$ cat src/rtl/delay_frame_scheduler.sv
`default_nettype none
//------------------------------------------------------------------------------
// Module   : delay_frame_scheduler
// Purpose  : Per-sample frame sequencer for the delay core. Each accepted
//            sample tick runs four serial-bus transactions in fixed order
//            (ADC capture, SRAM write, SRAM read, DAC update). Every engine
//            gets a one-cycle start strobe, and the sequencer waits for that
//            engine's done before moving on. The block also owns the circular
//            delay-line pointers and drives the SRAM address.
// Options  : SCHED_TIMEOUT_EN - adds a per-phase watchdog. A phase that has
//            not seen done after TIMEOUT cycles aborts the frame and sets
//            o_err. When the macro is undefined, o_err is tied low.
// Ports    : clk        system clock, rising edge
//            rst        synchronous active-high reset
//            i_tick     sample strobe, one cycle wide
//            i_delay    delay length in samples, latched on an accepted tick
//            i_done     per-engine done: [0] ADC [1] SRAM wr [2] SRAM rd [3] DAC
//            o_start    one-hot, one-cycle start strobes for the same engines
//            o_addr     SRAM address (write pointer in WR, delayed pointer in RD)
//            o_busy     high whenever a frame is in progress
//            o_overrun  sticky: a tick arrived while busy and was dropped
//            o_err      sticky: a phase timed out
// Revision : 1.0 - initial release
//------------------------------------------------------------------------------
module delay_frame_scheduler #(
    parameter int ADDR_W  = 15,
    parameter int TIMEOUT = 64
) (
    input  logic              clk,
    input  logic              rst,
    input  logic              i_tick,
    input  logic [ADDR_W-1:0] i_delay,
    input  logic [3:0]        i_done,
    output logic [3:0]        o_start,
    output logic [ADDR_W-1:0] o_addr,
    output logic              o_busy,
    output logic              o_overrun,
    output logic              o_err
);

    typedef enum logic [2:0] {
        S_IDLE = 3'd0,
        S_ADC  = 3'd1,
        S_WR   = 3'd2,
        S_RD   = 3'd3,
        S_DAC  = 3'd4
    } state_t;

    // One counter serves both the done-sampling window and the watchdog.
    localparam int c_CW = ($clog2(TIMEOUT + 1) < 2) ? 2 : $clog2(TIMEOUT + 1);
`ifdef SCHED_TIMEOUT_EN
    localparam int c_CMAX = TIMEOUT - 1;
`else
    localparam int c_CMAX = 2;
`endif

    state_t            r_state;
    logic [c_CW-1:0]   r_cyc;       // cycles elapsed in the current phase
    logic [ADDR_W-1:0] r_wr_ptr;
    logic [ADDR_W-1:0] r_dly;
    logic [3:0]        r_start;
    logic [ADDR_W-1:0] r_addr;
    logic              r_overrun;

    logic              w_done_sel;
    logic              w_done;
    logic              w_tmo;
    logic [ADDR_W-1:0] w_rd_addr;

    // Only the active phase's done bit is observed.
    always_comb begin
        w_done_sel = 1'b0;
        case (r_state)
            S_ADC:   w_done_sel = i_done[0];
            S_WR:    w_done_sel = i_done[1];
            S_RD:    w_done_sel = i_done[2];
            S_DAC:   w_done_sel = i_done[3];
            default: w_done_sel = 1'b0;
        endcase
    end

    // done is ignored in the start cycle and the one after it, so engines that
    // idle with done high have two cycles to drop it.
    assign w_done    = w_done_sel && (r_cyc >= c_CW'(2));
    assign w_rd_addr = r_wr_ptr - r_dly;   // natural wrap gives mod 2**ADDR_W

`ifdef SCHED_TIMEOUT_EN
    logic r_err;
    assign w_tmo = (r_cyc == c_CW'(c_CMAX)) && !w_done;
    assign o_err = r_err;
`else
    assign w_tmo = 1'b0;
    assign o_err = 1'b0;
`endif

    always_ff @(posedge clk) begin
        if (rst) begin
            r_state   <= S_IDLE;
            r_cyc     <= '0;
            r_wr_ptr  <= '0;
            r_dly     <= '0;
            r_start   <= 4'b0000;
            r_addr    <= '0;
            r_overrun <= 1'b0;
`ifdef SCHED_TIMEOUT_EN
            r_err     <= 1'b0;
`endif
        end else begin
            r_start <= 4'b0000;

            if (i_tick && (r_state != S_IDLE)) begin
                r_overrun <= 1'b1;
            end

            if (r_state == S_IDLE) begin
                r_addr <= '0;
                if (i_tick) begin
                    r_state <= S_ADC;
                    r_start <= 4'b0001;
                    r_cyc   <= '0;
                    r_dly   <= i_delay;
                end
            end else if (w_done) begin
                r_cyc <= '0;
                case (r_state)
                    S_ADC: begin
                        r_state <= S_WR;
                        r_start <= 4'b0010;
                        r_addr  <= r_wr_ptr;
                    end
                    S_WR: begin
                        r_state <= S_RD;
                        r_start <= 4'b0100;
                        r_addr  <= w_rd_addr;
                    end
                    S_RD: begin
                        r_state <= S_DAC;
                        r_start <= 4'b1000;
                        r_addr  <= '0;
                    end
                    default: begin
                        r_state  <= S_IDLE;
                        r_addr   <= '0;
                        r_wr_ptr <= r_wr_ptr + 1'b1;
                    end
                endcase
            end else if (w_tmo) begin
                // Aborted frame: pointer deliberately left unchanged.
                r_state <= S_IDLE;
                r_cyc   <= '0;
                r_addr  <= '0;
`ifdef SCHED_TIMEOUT_EN
                r_err   <= 1'b1;
`endif
            end else if (r_cyc != c_CW'(c_CMAX)) begin
                r_cyc <= r_cyc + 1'b1;
            end
        end
    end

    assign o_start   = r_start;
    assign o_addr    = r_addr;
    assign o_busy    = (r_state != S_IDLE);
    assign o_overrun = r_overrun;

endmodule
`default_nettype wire
$ cat config.mk
export PLATFORM = sky130hd
export DESIGN_NAME = delay_frame_scheduler
export DESIGN_NICKNAME = d
export VERILOG_FILES = /design/src/rtl/delay_frame_scheduler.sv
export SDC_FILE = /design/constraint.sdc
export NUM_CORES = 1
export LEC_CHECK = 0
export ABC_CLOCK_PERIOD_IN_PS = 2740
export CORE_ASPECT_RATIO = 2
export CORE_MARGIN = 2
export CORE_UTILIZATION = 61
export DETAILED_ROUTE_END_ITERATION = 8
export DONT_BUFFER_PORTS = 1
export GPL_TIMING_DRIVEN = 1
export PLACE_DENSITY = 0.88
export SLEW_MARGIN = 40
export SYNTH_ARGS = -nofsm -noshare
export SYNTH_HDL_FRONTEND = slang
export SYNTH_SLANG_ARGS = --single-unit
$ cat constraint.sdc
create_clock -name clk -period 2.74 [get_ports clk]
set_input_delay 0.548 -clock clk [delete_from_list [all_inputs] [get_ports clk]]
set_output_delay 0.548 -clock clk [all_outputs]
set_load 0.02 [all_outputs]
==> results of run 1 <==
## stage by stage
step	utilization, %	std cells
final	67.8	476
after floorplan	-	418
after detailed placement	63.9	460
after CTS	67.8	476
after global routing	67.8	476
after global placement	63.9	460
## final timing paths
path | cells after the start | startpoint | slack [ps] | endpoint
worst max-delay path | 10 | r_wr_ptr[0] | 200 | o_addr[10]
worst min-delay path | 1 | rst | 270 | r_cyc[5]
worst max register to register | 10 | r_wr_ptr[0] | 200 | o_addr[10]
worst min register to register | 2 | r_dly[6] | 450 | r_dly[6]
## flip-flops by register name, summed over array words and instances (netlist names)
signal / count
r_wr_ptr: 15
r_dly: 15
o_overrun: 1
r_cyc: 7
r_state: 3
o_addr: 15
o_start: 4
## where the power goes
group / total (mW) / leakage (nW) / switching (mW) / internal (mW)
Combinational: 0.222 / 0.736 / 0.140 / 0.0819
Clock: 0.804 / 0.102 / 0.338 / 0.466
Sequential: 0.908 / 0.486 / 0.0162 / 0.892
## synthesized netlist by cell type (all sizes together), types with 2 or more instances
library cell	n	share of area (%)
nor2b	3	0.57
or3	7	1.3
and3	6	1.3
a31oi	3	0.57
o21a	2	0.45
o211ai	3	0.68
nand2b	3	0.57
clkbuf	14	1.6
nor2	41	4.7
o21ai	20	3.0
ha	17	6.4
buf	7	1.5
nor4	5	0.95
inv	22	2.5
and2	3	0.57
a311oi	2	0.53
a41oi	2	0.53
nor3b	2	0.45
nor3	17	2.9
a211oi	5	1.1
nand2	55	6.3
a32oi	4	1.1
a211o	2	0.53
xor2	4	1.1
dfxtp	60	36
a221oi	4	1.1
nand4	3	0.57
a21oi	37	5.6
a21boi	4	0.91
a21o	4	0.91
xnor2	13	3.4
nand3	20	3.0
o2111ai	2	0.53
a221o	2	0.61
o311a	3	0.91
## placed cells by master, fill, tap and decap left out, types with 4 or more instances in the layout
cell type	count
sky130_fd_sc_hd__a211oi_1	5
sky130_fd_sc_hd__a21boi_0	4
sky130_fd_sc_hd__a21o_1	4
sky130_fd_sc_hd__a21oi_1	37
sky130_fd_sc_hd__a221oi_1	4
sky130_fd_sc_hd__a32oi_1	4
sky130_fd_sc_hd__and3_1	5
sky130_fd_sc_hd__buf_4	5
sky130_fd_sc_hd__clkbuf_8	11
sky130_fd_sc_hd__dfxtp_1	60
sky130_fd_sc_hd__ha_1	17
sky130_fd_sc_hd__inv_1	22
sky130_fd_sc_hd__nand2_1	55
sky130_fd_sc_hd__nand3_1	20
sky130_fd_sc_hd__nor2_1	41
sky130_fd_sc_hd__nor3_1	15
sky130_fd_sc_hd__nor4_1	5
sky130_fd_sc_hd__o21ai_0	20
sky130_fd_sc_hd__or3_1	7
sky130_fd_sc_hd__xnor2_1	13
sky130_fd_sc_hd__xor2_1	4
## worst max-delay path: cells and delay by family, from the launching register on
kind	cells	cell delay, ps
adders and majority gates	2	620
buffers and inverters	2	290
and+or+nand+nor	1	170
AOI/OAI and AO/OA	5	960
DFF	1	370
## layout make-up
class,count,area [sq um],share of cell area (%)
Clock buffer,12,155,4.41
Inverter,22,82.6,2.35
Multi-Input combinational cell,315,1920,54.6
Tap cell,58,72.6,2.06
Timing Repair Buffer,5,37.5,1.07
Clock inverter,4,47.5,1.35
Sequential cell,60,1200,34.2
## cell families after synthesis
logic type / after synthesis / synth area share (%)
xor+xnor: 17 / 4.51
compound gates: 107 / 21.3
other cells: 1 / 0.114
simple gates: 170 / 24.4
mux: 2 / 0.757
flops: 60 / 36.4
fa+ha+maj: 18 / 7.05
buf+inv: 43 / 5.57
## metal layers
metal  global-route usage (%)  share of wire (%)  vias to the layer above
met1                     28.8                 36                     1420
met5                        0                  0                        -
li1                         -                  -                     1485
met4                     22.1                4.8                        0
met3                     6.82                7.3                       33
met2                     49.1                 51                      143
==> implementation parameters, run 1 <==
Parameter                              Value

Synthesis
  Post-synth net total ... 458
  Async S/R FF share, synth ... 0%
  #FFs+latches synth ... 60
  Mapped Area ... 0.00330 sq mm
  Post-synthesis instance total ... around 420
  Seq/Total Area, Yosys ... between 30 and 40%
  Predominant post-synthesis flop cell ... sky130_fd_sc_hd__dfxtp_1
  Count of cell types in the netlist ... 57
  Number of enable-type register cells in the synthesized netlist ... 0
  Warning count from the yosys run ... 0
  Average instance area after synthesis ... around 7.9 sq um

Global route
  Overall track demand over capacity in global routing ... around 28%
  First-pass GRT wire length ... approximately 13000 microns
  Pin count of the biggest net entering global routing ... 48
  Number of antenna violations at the first check in global routing ... 0
  Remaining Overflow, GRT ... 0
  Vias in the first global route ... 3012

Route
  Mean routed wirelength per cell ... 17.0 microns
  Drt via density ... approximately 6.5
  Routed WL ... 8090 microns
  Total number of vias ... just over 3000
  Violation count after the first detailed-route iteration ... around 210
  First-pass iteration count of the detailed router ... 4
  Post-detailed-route count of antenna-violating nets ... 0
  DRC Markers ... 0

Place
  Final HPWL DP ... a little under 6000 microns
  Post-placement cell area ... approximately 0.0033 sq mm
  Final GP Congestion ... roughly 0.93
  Count of buffers from port buffering ... 0
  Setup Slack @ Placement ... about 290 ps

Power and ir drop
  Pwr dens ... between 500 and 600 mW/mm^2
  Maximum ir drop on the vdd rail ... between 0.5 and 0.6 mV
  Cell leakage power ... about 1.3 nW
  Power consumption ... roughly 1.9 mW

Finish
  Relative area change from synthesis to final layout ... 6.40%
  Final layout net count ... between 400 and 500
  Count of antenna diodes in the layout ... 0
  Number of inserted filler cells in the final layout ... around 440
  Fraction of layout instances using a drive strength above 1 ... about 6%
  Design area ... around 0.0035 sq mm

Floorplan
  Cell Rows ... 37
  Vertical extent of the die ... 108 microns
  Chip width ... approximately 56 microns
  Top-Level Pins ... 44
  Die area ... around 0.006 sq mm
  Placeable core area ... around 0.0052 sq mm
  Starting density of the core ... between 60% and 70%

Setup path
  Sort of element at the end of the critical path ... flip-flop
  CP max stage delay ... 400 ps
  CP Launch Type ... flip-flop
  Critical path start-end classification ... flip-flop to flip-flop
  Critical path, cell by cell ... inv_1 -> ha_1 -> fa_1 -> nor2b_1 -> o211ai_1 -> a31oi_1 -> buf_4 -> o21ai_0 -> a32oi_1 -> a21oi_1
  Data arrival time of the critical path ... between 2000 and 3000 ps
  Critical path peak fanout ... 5
  Worst path required time ... ~3000 ps
  Worst-path cell with the longest stage delay ... sky130_fd_sc_hd__fa_1

CTS
  TritonCTS clock tree ... built
  Number of H-tree levels ... 3
  CTS sink count ... 60
  Clk slew on worst S/H paths ... roughly 70 ps
  Library cell used as clock root buffer ... sky130_fd_sc_hd__clkbuf_8
  Insertion delay of the later-clocked pin in the worst-skew pair ... approximately 350 ps
  Count of buffers added by post-CTS timing repair for setup ... 0
  Total of cells resized after clock tree synthesis ... 0
  Number of buffers inserted by hold repair at cts ... 0
  Number of buffers on the longest clock path ... 2
  Inserted Clock Buffers ... 9

STA
  Max-slew violation total from the final report ... 0
  Final worst-path setup slack ... a little under 200 ps
  Setup TNS after final layout ... 0 ps
  Max Clk Rate ... 393 MHz
  Slew at the pin closest to its max-slew limit ... roughly 740 ps
  Final hold slack ... ~270 ps
  Final count of hold timing violations ... 0
  Worst Clk Skew ... between 8 and 9 ps
  Final cycle utilization of the critical path ... 92.8%
  Unrepaired setup endpoints after global routing ... no
  Final setup fails ... 0
  Clock period minus final worst setup slack ... ~2500 ps
  Worst max-slew margin expressed relative to the limit ... between 50% and 60%

Job
  Number of max-capacitance violations reported ... 0

Min path
  Min-delay worst type ... input pin to flip-flop

Status
  Run status ... complete, no violations
Note: power is estimated with default switching activity, not from simulation.
==> inputs of run 2 (changes only) <==
--- a/config.mk
+++ b/config.mk
@@ -9,6 +9,7 @@
 export CORE_ASPECT_RATIO = 2
 export CORE_MARGIN = 2
 export CORE_UTILIZATION = 61
+export CTS_CLUSTER_SIZE = 10
 export DETAILED_ROUTE_END_ITERATION = 8
 export DONT_BUFFER_PORTS = 1
 export GPL_TIMING_DRIVEN = 1
==> results of run 2 <==
No change in the layout: final DEF, timing and power equal those of run 1.
